<file path="src/rtl/conv_pool_requant_if.sv">
// Pixel stream bundle for conv_pool_requant.
// Carries the NUM_TREES x 32-bit accumulator beat coming in and the
// NUM_TREES x 8-bit pooled, requantized pixel going out.
// The producer/consumer side uses master; the pooling block uses slave.
interface conv_pool_requant_if #(
    parameter int NUM_TREES = 2
);
    logic [32*NUM_TREES-1:0] pixel_vector_in;
    logic                    valid_in;
    logic [8*NUM_TREES-1:0]  pixel_vector_out;
    logic                    valid_out;

    modport master (
        output pixel_vector_in,
        output valid_in,
        input  pixel_vector_out,
        input  valid_out
    );

    modport slave (
        input  pixel_vector_in,
        input  valid_in,
        output pixel_vector_out,
        output valid_out
    );
endinterface

</file>
<file path="src/rtl/conv_pool_requant.sv">
// conv_pool_requant: streaming 2x2 stride-2 max pool followed by an
// arithmetic right shift and 8-bit saturation, one lane per channel.
// Input is one conv output pixel per valid beat in raster order; a pooled
// pixel is emitted on every odd-column beat of an odd row.
//
// Build option: define CONV_POOL_RELU_EN for ReLU saturation to 0..255
// (unsigned output); leave it undefined for signed saturation to -128..127.
module conv_pool_requant #(
    parameter int NUM_TREES = 2,
    parameter int ROW_WIDTH = 8,
    parameter int SHIFT     = 8
) (
    input  logic              clock,
    input  logic              reset,
    conv_pool_requant_if.slave bus
);

    localparam int HALF  = ROW_WIDTH / 2;
    localparam int COL_W = (ROW_WIDTH > 2) ? $clog2(ROW_WIDTH) : 1;
    localparam int IDX_W = (HALF > 1) ? $clog2(HALF) : 1;

    typedef enum logic {
        ROW_EVEN = 1'b0,
        ROW_ODD  = 1'b1
    } row_state_t;

    row_state_t              row_state_q;
    logic [COL_W-1:0]        col_q;
    logic [IDX_W-1:0]        lb_idx;
    logic                    last_col;

    logic signed [31:0]      sample   [NUM_TREES];
    logic signed [31:0]      pair_p0  [NUM_TREES];
    logic signed [31:0]      hmax     [NUM_TREES];
    logic signed [31:0]      vmax     [NUM_TREES];
    logic [7:0]              q_req    [NUM_TREES];
    logic signed [31:0]      lbuf     [HALF][NUM_TREES];

    logic [8*NUM_TREES-1:0]  pix_p1;
    logic                    vld_p1;

    function automatic logic signed [31:0] smax(input logic signed [31:0] a,
                                                input logic signed [31:0] b);
        return (a > b) ? a : b;
    endfunction

    // Arithmetic shift then clamp to the 8-bit output range of this build.
    function automatic logic [7:0] requant(input logic signed [31:0] v);
        logic signed [31:0] q;
        q = v >>> SHIFT;
`ifdef CONV_POOL_RELU_EN
        if (q < 0)
            return 8'h00;
        else if (q > 32'sd255)
            return 8'hFF;
        else
            return q[7:0];
`else
        if (q < -32'sd128)
            return 8'h80;
        else if (q > 32'sd127)
            return 8'h7F;
        else
            return q[7:0];
`endif
    endfunction

    assign last_col = (col_q == COL_W'(ROW_WIDTH - 1));
    assign lb_idx   = IDX_W'(col_q >> 1);

    // Per-lane horizontal max, vertical max against the line buffer, requant.
    always_comb begin
        for (int k = 0; k < NUM_TREES; k++) begin
            sample[k] = $signed(bus.pixel_vector_in[32*k +: 32]);
            hmax[k]   = smax(pair_p0[k], sample[k]);
            vmax[k]   = smax(lbuf[lb_idx][k], hmax[k]);
            q_req[k]  = requant(vmax[k]);
        end
    end

    // Position tracking, row-parity FSM, pair registers and output register.
    always_ff @(posedge clock) begin
        if (!reset) begin
            col_q       <= '0;
            row_state_q <= ROW_EVEN;
            vld_p1      <= 1'b0;
            pix_p1      <= '0;
            for (int k = 0; k < NUM_TREES; k++)
                pair_p0[k] <= '0;
        end else begin
            vld_p1 <= 1'b0;
            if (bus.valid_in) begin
                col_q <= last_col ? '0 : col_q + 1'b1;
                if (last_col)
                    row_state_q <= (row_state_q == ROW_EVEN) ? ROW_ODD : ROW_EVEN;
                if (!col_q[0]) begin
                    for (int k = 0; k < NUM_TREES; k++)
                        pair_p0[k] <= sample[k];
                end else if (row_state_q == ROW_ODD) begin
                    for (int k = 0; k < NUM_TREES; k++)
                        pix_p1[8*k +: 8] <= q_req[k];
                    vld_p1 <= 1'b1;
                end
            end
        end
    end

    // Even-row horizontal maxima park in the line buffer; never cleared,
    // every entry is rewritten in the even row before the odd row reads it.
    always_ff @(posedge clock) begin
        if (reset && bus.valid_in && col_q[0] && row_state_q == ROW_EVEN) begin
            for (int k = 0; k < NUM_TREES; k++)
                lbuf[lb_idx][k] <= hmax[k];
        end
    end

    assign bus.pixel_vector_out = pix_p1;
    assign bus.valid_out        = vld_p1;

endmodule

</file>
<file path="src/flat_wrapper.sv">
// flat-port wrapper written by rule: the top's interface ports become plain ports
module conv_pool_requant_flat 
#(
    parameter int NUM_TREES = 2,
    parameter int ROW_WIDTH = 8,
    parameter int SHIFT     = 8
)
  (clock, reset, bus_pixel_vector_in, bus_valid_in, bus_pixel_vector_out, bus_valid_out);
  conv_pool_requant_if #(.NUM_TREES(NUM_TREES)) bus_i ();
  input  logic clock;
  input  logic reset;
  input wire logic [$bits(bus_i.pixel_vector_in)-1:0] bus_pixel_vector_in;
  input wire logic [$bits(bus_i.valid_in)-1:0] bus_valid_in;
  output wire logic [$bits(bus_i.pixel_vector_out)-1:0] bus_pixel_vector_out;
  output wire logic [$bits(bus_i.valid_out)-1:0] bus_valid_out;
  assign bus_i.pixel_vector_in = bus_pixel_vector_in;
  assign bus_i.valid_in = bus_valid_in;
  assign bus_pixel_vector_out = bus_i.pixel_vector_out;
  assign bus_valid_out = bus_i.valid_out;
  conv_pool_requant #(.NUM_TREES(NUM_TREES), .ROW_WIDTH(ROW_WIDTH), .SHIFT(SHIFT)) u_core (.clock(clock), .reset(reset), .bus(bus_i));
endmodule
</file>
<file path="config.mk">
export PLATFORM = sky130hd
export DESIGN_NAME = conv_pool_requant_flat
export DESIGN_NICKNAME = d
export VERILOG_FILES = /design/src/rtl/conv_pool_requant_if.sv /design/src/rtl/conv_pool_requant.sv /design/src/flat_wrapper.sv
export SDC_FILE = /design/constraint.sdc
export NUM_CORES = 1
export LEC_CHECK = 0
export ABC_AREA = 1
export CAP_MARGIN = 0
export CORE_ASPECT_RATIO = 0.5
export CORE_UTILIZATION = 55
export DETAILED_ROUTE_END_ITERATION = 7
export GPL_ROUTABILITY_DRIVEN = 0
export PLACE_DENSITY = 0.81
export SYNTH_ARGS = -nofsm -noshare
export SYNTH_HDL_FRONTEND = slang
export SYNTH_SLANG_ARGS = --single-unit
</file>
<file path="constraint.sdc">
create_clock -name clock -period 10.9 [get_ports clock]
set_input_delay 3.27 -clock clock [delete_from_list [all_inputs] [get_ports clock]]
set_output_delay 3.27 -clock clock [all_outputs]
set_load 0.01 [all_outputs]
</file>
== After elaboration in Yosys (flattened, before gate mapping) ==
Memories as Yosys holds them, arrays and structs flattened. A register that Yosys moved wholly into a read port is not among the register bits.
Cells that the tools add are included.
Storage, ports and cells
  flip-flop bits (word level): 21
  bits in writable memories: 320
  input port bits: 67
  output and inout bits: 17
  logic and storage cells: 47
  memories kept: 2
Memory list
  u_core.lbuf: words 4, bits a word 64, rd ports 1, clocked after memory_dff 1, write ports 1, line conv_pool_requant.sv:37  | logic signed [31:0] lbuf [HALF][NUM_TREES];
  u_core.pair_p0: words 2, bits a word 32, rd ports 2, clocked after memory_dff 0, write ports 2, line conv_pool_requant.sv:33  | logic signed [31:0] pair_p0 [NUM_TREES];
Operators by class
  add/sub/neg operators: 1
  $lt $le $gt $ge: 8
  equal/unequal tests: 1
  multiplexer cells: 22
  bitwise gates (word level): 3
  reduce and logical (&&, ||, !) cells: 6
Operators by type and width (number)
  32-bit 2-to-1 mux: 6
  32-bit > comparator: 4
  24-bit by 8-bit > comparator with 1-bit output, second input constant: 2
  24-bit by 8-bit less-than comparator with 1-bit output, second input constant: 2
  8-bit 2-to-1 mux: 4
  1-bit 2-to-1 mux: 9
  3-bit AND reduction: 2
  2-bit 2-to-1 mux: 2
  3-bit by 1-bit adder with 3-bit output, second input constant: 1
  3-bit == test, second input constant: 1
  1-bit logical AND: 3
  3-bit 2-to-1 mux: 1
  1-bit bitwise OR: 2
  2-bit AND reduction: 1
  1-bit NOT: 1

== Depth between registers and ports, before layout ==
An unclocked memory read counts as a cell.
  depth in word-level cells: 8
  mapped depth: 46
  mapped depth without buffers: 42

== Worst setup path after synthesis ==
OpenSTA, ideal clock, no wires.
  kind: input-to-reg
  from: input bus_valid_in
  to: memory u_core.lbuf[0][0] (netlist name), enable pin
  setup time: 565 ps
  arrival: 7864 ps
  data required time: 10335 ps
  slack: 2471 ps
  stages on the path: 4
  buffers on the path: 0
  cell sequence: nand2_1 > inv_1 > nand3_1 > nor3_1
Between the ends
  longest elaborated chain between the ends: 5
RTL lines
  start, declared: line flat_wrapper.sv:13  | input wire logic [$bits(bus_i.valid_in)-1:0] bus_valid_in;
  1-bit logical AND (3 in a row): line conv_pool_requant.sv:111  | if (reset && bus.valid_in && col_q[0] && row_state_q == ROW_EVEN) begin
  1-bit 2-to-1 mux: line conv_pool_requant.sv:111
  1-bit 2-to-1 mux (not written as such): line conv_pool_requant.sv:113  | lbuf[lb_idx][k] <= hmax[k];
  end, declared: line conv_pool_requant.sv:37
Every way passes these cells.

==> metrics.md <==
| Metric | Value |
|---|---|
| Vias in the first global route | 13.0k |
| Fin crit share | 0.841 |
| Mapped Nets | 2,121 |
| WS Path Type | input pin to register |
| Multi-input gate area | 6990 um2 |
| Final core utilization | 0.634 |
| CTS Buf Count | 31 |
| Total Wirelength | 42.1 mm |
| Status | finished clean |
| Clock Sink Count | 343 |
| Final setup viols | 0 |
| Clock slew at reported path FFs | 0.07 ns |
| Power per cell area | 173 nW/um2 |
| Core Region | 32,100 um2 |
| Pre-CTS setup slack | 1.25 ns |
| Layout area overhead | 12.0% |
| Ys async rst share | 0 |
| Final ANT Viol Nets | 0 |
| Clock buffer depth | 3 |
| Min Tclk post-route | 9.17 ns |
| Largest net degree at the start of global routing | 85 |
| TritonCTS clock tree | yes |
| Hold WS | 0.473 ns |
| Final Hold Fails | 0 |
| Initial antenna violation count | 0 |
| # rows | 46 |
| Root Buffer | clkbuf_16 |
| Max-capacitance violation count | 0 |
| Actual slew at the worst max-slew pin | 1.13 ns |
| Mapped cell area | 18,200 um2 |
| Hpwl dp | 27.7 mm |
| Layout cells sized above 1 | 0.0604 |
| Starting DRT DRC Count | 1,237 |
| Final WS setup | 1.73 ns |
| Max Clk Rate | 109 MHz |
| Die height | 131 um |
| Peak supply drop | 0.114 mV |
| # Post-CTS Setup Buffers | 0 |
| EDFF count, synth | 320 |
| Main flop type after synthesis | edfxtp_1 |
| Port bufs | 83 |
| RSZ-0062 raised after global routing | no |
| Slew Limit Fails | 0 |
| Final nets | 2,175 |
| Synthesized area per cell | 9.46 um2 |
| Design area | 20,400 um2 |
| # resized after CTS | 0 |
| Critical path's largest stage delay | 0.57 ns |
| Hold buffer count at CTS | 0 |
| #FFs+latches synth | 343 |
| Initial Util | 0.567 |
| Yosys warns | 0 |
| Ant. Diodes | 0 |
| Leak | 8.57 nW |
| Worst skew pair latency | 0.59 ns |
| Routed vias | 13.8k |
| Rel. slew slack | 0.241 |
| Grt ovf | 0 |
| Fill cells | 2,495 |
| DP Area | 19,400 um2 |
| Worst min-delay path category | register to register |
| Clk_skew | 0.0118 ns |
| First-pass GRT wire length | 66.7 mm |
| Post-DR vias/cell | 5.65 |
| Wire per inst | 17.3 um |
| Detailed Routing Iterations Pass 1 | 7 |
| Die area | 33,900 um2 |
| Register area share after synthesis | 0.553 |
| Total track usage | 0.251 |
| DRC Markers | 0 |
| Setup crit end kind | register |
| H-tree levels | 1 |
| Startpoint types | input pin |
| Top cell by count, worst path | nand2_1 |
| Post-Syn Instances | 1,924 |
| Total I/O pin count | 84 |
| Critical path required time | 11.40 ns |
| Post-synthesis cell type count | 38 |
| Die Wd | 259 um |
| CP arrival | 9.67 ns |
| Worst Path Max Fanout | 53 |
| Reg area | 10,100 um2 |
| CP max stage cell | o21ai_1 |
| Setup TNS | 0 ns |
Yosys cell counts (2+ instances only):
cell	n	share of area
nand2_1	491	0.10
edfxtp_1	320	0.53
inv_1	215	0.044
nor2_1	203	0.042
a21oi_1	132	0.036
ha_1	130	0.089
o21ai_0	118	0.032
clkbuf_1	52	0.011
nand4_1	43	0.015
nand3_1	38	0.010
o22ai_1	31	0.011
dfxtp_1	23	0.025
a32oi_1	19	0.0091
nand2_2	17	0.0058
a22oi_1	12	0.0050
buf_2	12	0.0033
or2_2	12	0.0041
nor3_1	7	0.0019
o21a_1	7	0.0029
buf_4	5	0.0021
buf_6	4	0.0025
nand3_2	3	0.0017
nand3_4	3	0.0029
nor2_2	3	0.0010
o21ai_1	3	0.00082
a21o_1	2	0.00082
a21oi_4	2	0.0018
a32o_1	2	0.0011
buf_1	2	0.00041
clkinv_1	2	0.00041
nand2_4	2	0.0012
nand3b_1	2	0.00082
nor4b_2	2	0.0017
report_power, final:
part	leakage (nW)	internal [mW]	switching, mW
Combinational	4.87	0.282	0.604
Clock	0.500	0.616	0.489
Sequential	3.20	1.52	0.0204
Total	8.57	2.42	1.11
worst max-delay path, delay by kind of cell:
kind | cells | cell delay [ns]
buf+inv | 4 | 1.10
simple gates | 20 | 3.59
fa+ha+maj | 2 | 0.74
compound gates | 3 | 0.94
metrics by stage:
step	std cells	total power, mW
6_report	2435	3.53
5_1_grt	2435	3.72
4_1_cts	2435	3.53
3_5_place_dp	2377	2.43
3_3_place_gp	2377	2.41
2_1_floorplan	1924	2.23
cells by family after synthesis:
family	count (synthesis)	share of synthesized area
AOI/OAI and AO/OA	329	0.101
adders and majority gates	130	0.0894
buffers and inverters	294	0.0648
DFF	343	0.553
and+or+nand+nor	828	0.191
registers in the layout, indices dropped and copies added, names as in the netlist, named ones only:
signal	count
u_core.col_q	3
u_core.bus.valid_out	1
u_core.pair_p0	64
u_core.row_state_q	1
u_core.lbuf	256
u_core.bus.pixel_vector_out	16
routing by layer:
layer	GRT usage	up-vias	wire [um]
met5	0	-	0
met4	0.0709	0	1030
met3	0.0347	81	2920
met2	0.432	489	19800
met1	0.337	6533	18300
li1	-	6666	-
cell type report:
type,count,area share
Tap cell,432,0.0265
Timing Repair Buffer,97,0.0459
Multi-Input combinational cell,1287,0.343
Inverter,218,0.0402
Clock inverter,19,0.00909
Clock buffer,39,0.0410
Sequential cell,343,0.494
worst paths after layout:
check | to | cells after the start | from | slack (ns)
worst max register to register | u_core.bus.pixel_vector_out[1] | 27 | u_core.pair_p0[0][31] | 4.56
worst min register to register | u_core.bus.pixel_vector_out[3] | 2 | u_core.bus.pixel_vector_out[3] | 0.47
worst max-delay path | u_core.bus.pixel_vector_out[1] | 29 | bus_pixel_vector_in[31] | 1.73
worst min-delay path | u_core.bus.pixel_vector_out[3] | 2 | u_core.bus.pixel_vector_out[3] | 0.47
cell usage in the layout, fill, tap and decap left out, types with 3 or more instances in the layout:
cell | Yosys | routed
a21oi_1 | 132 | 132
o21ai_0 | 118 | 117
dfxtp_1 | 23 | 22
buf_4 | 5 | 14
nand3_2 | 3 | 4
clkdlybuf4s50_1 | 0 | 83
nand3_4 | 3 | 3
o21ai_1 | 3 | 3
nor2_1 | 203 | 203
nand4_1 | 43 | 43
clkbuf_1 | 52 | 5
clkbuf_16 | 0 | 31
nor3_2 | 0 | 4
nor2_2 | 3 | 3
clkinv_1 | 2 | 6
edfxtp_1 | 320 | 320
inv_6 | 0 | 3
o21a_1 | 7 | 7
ha_1 | 130 | 130
o22ai_1 | 31 | 31
or2_2 | 12 | 12
nand3_1 | 38 | 37
a22oi_1 | 12 | 12
nor3_1 | 7 | 3
bufinv_16 | 0 | 3
clkbuf_8 | 0 | 3
nand2_1 | 491 | 490
clkinv_2 | 0 | 7
a32oi_1 | 19 | 19
nand2_2 | 17 | 18
inv_1 | 215 | 213
Power figures use the tool's default switching activity.
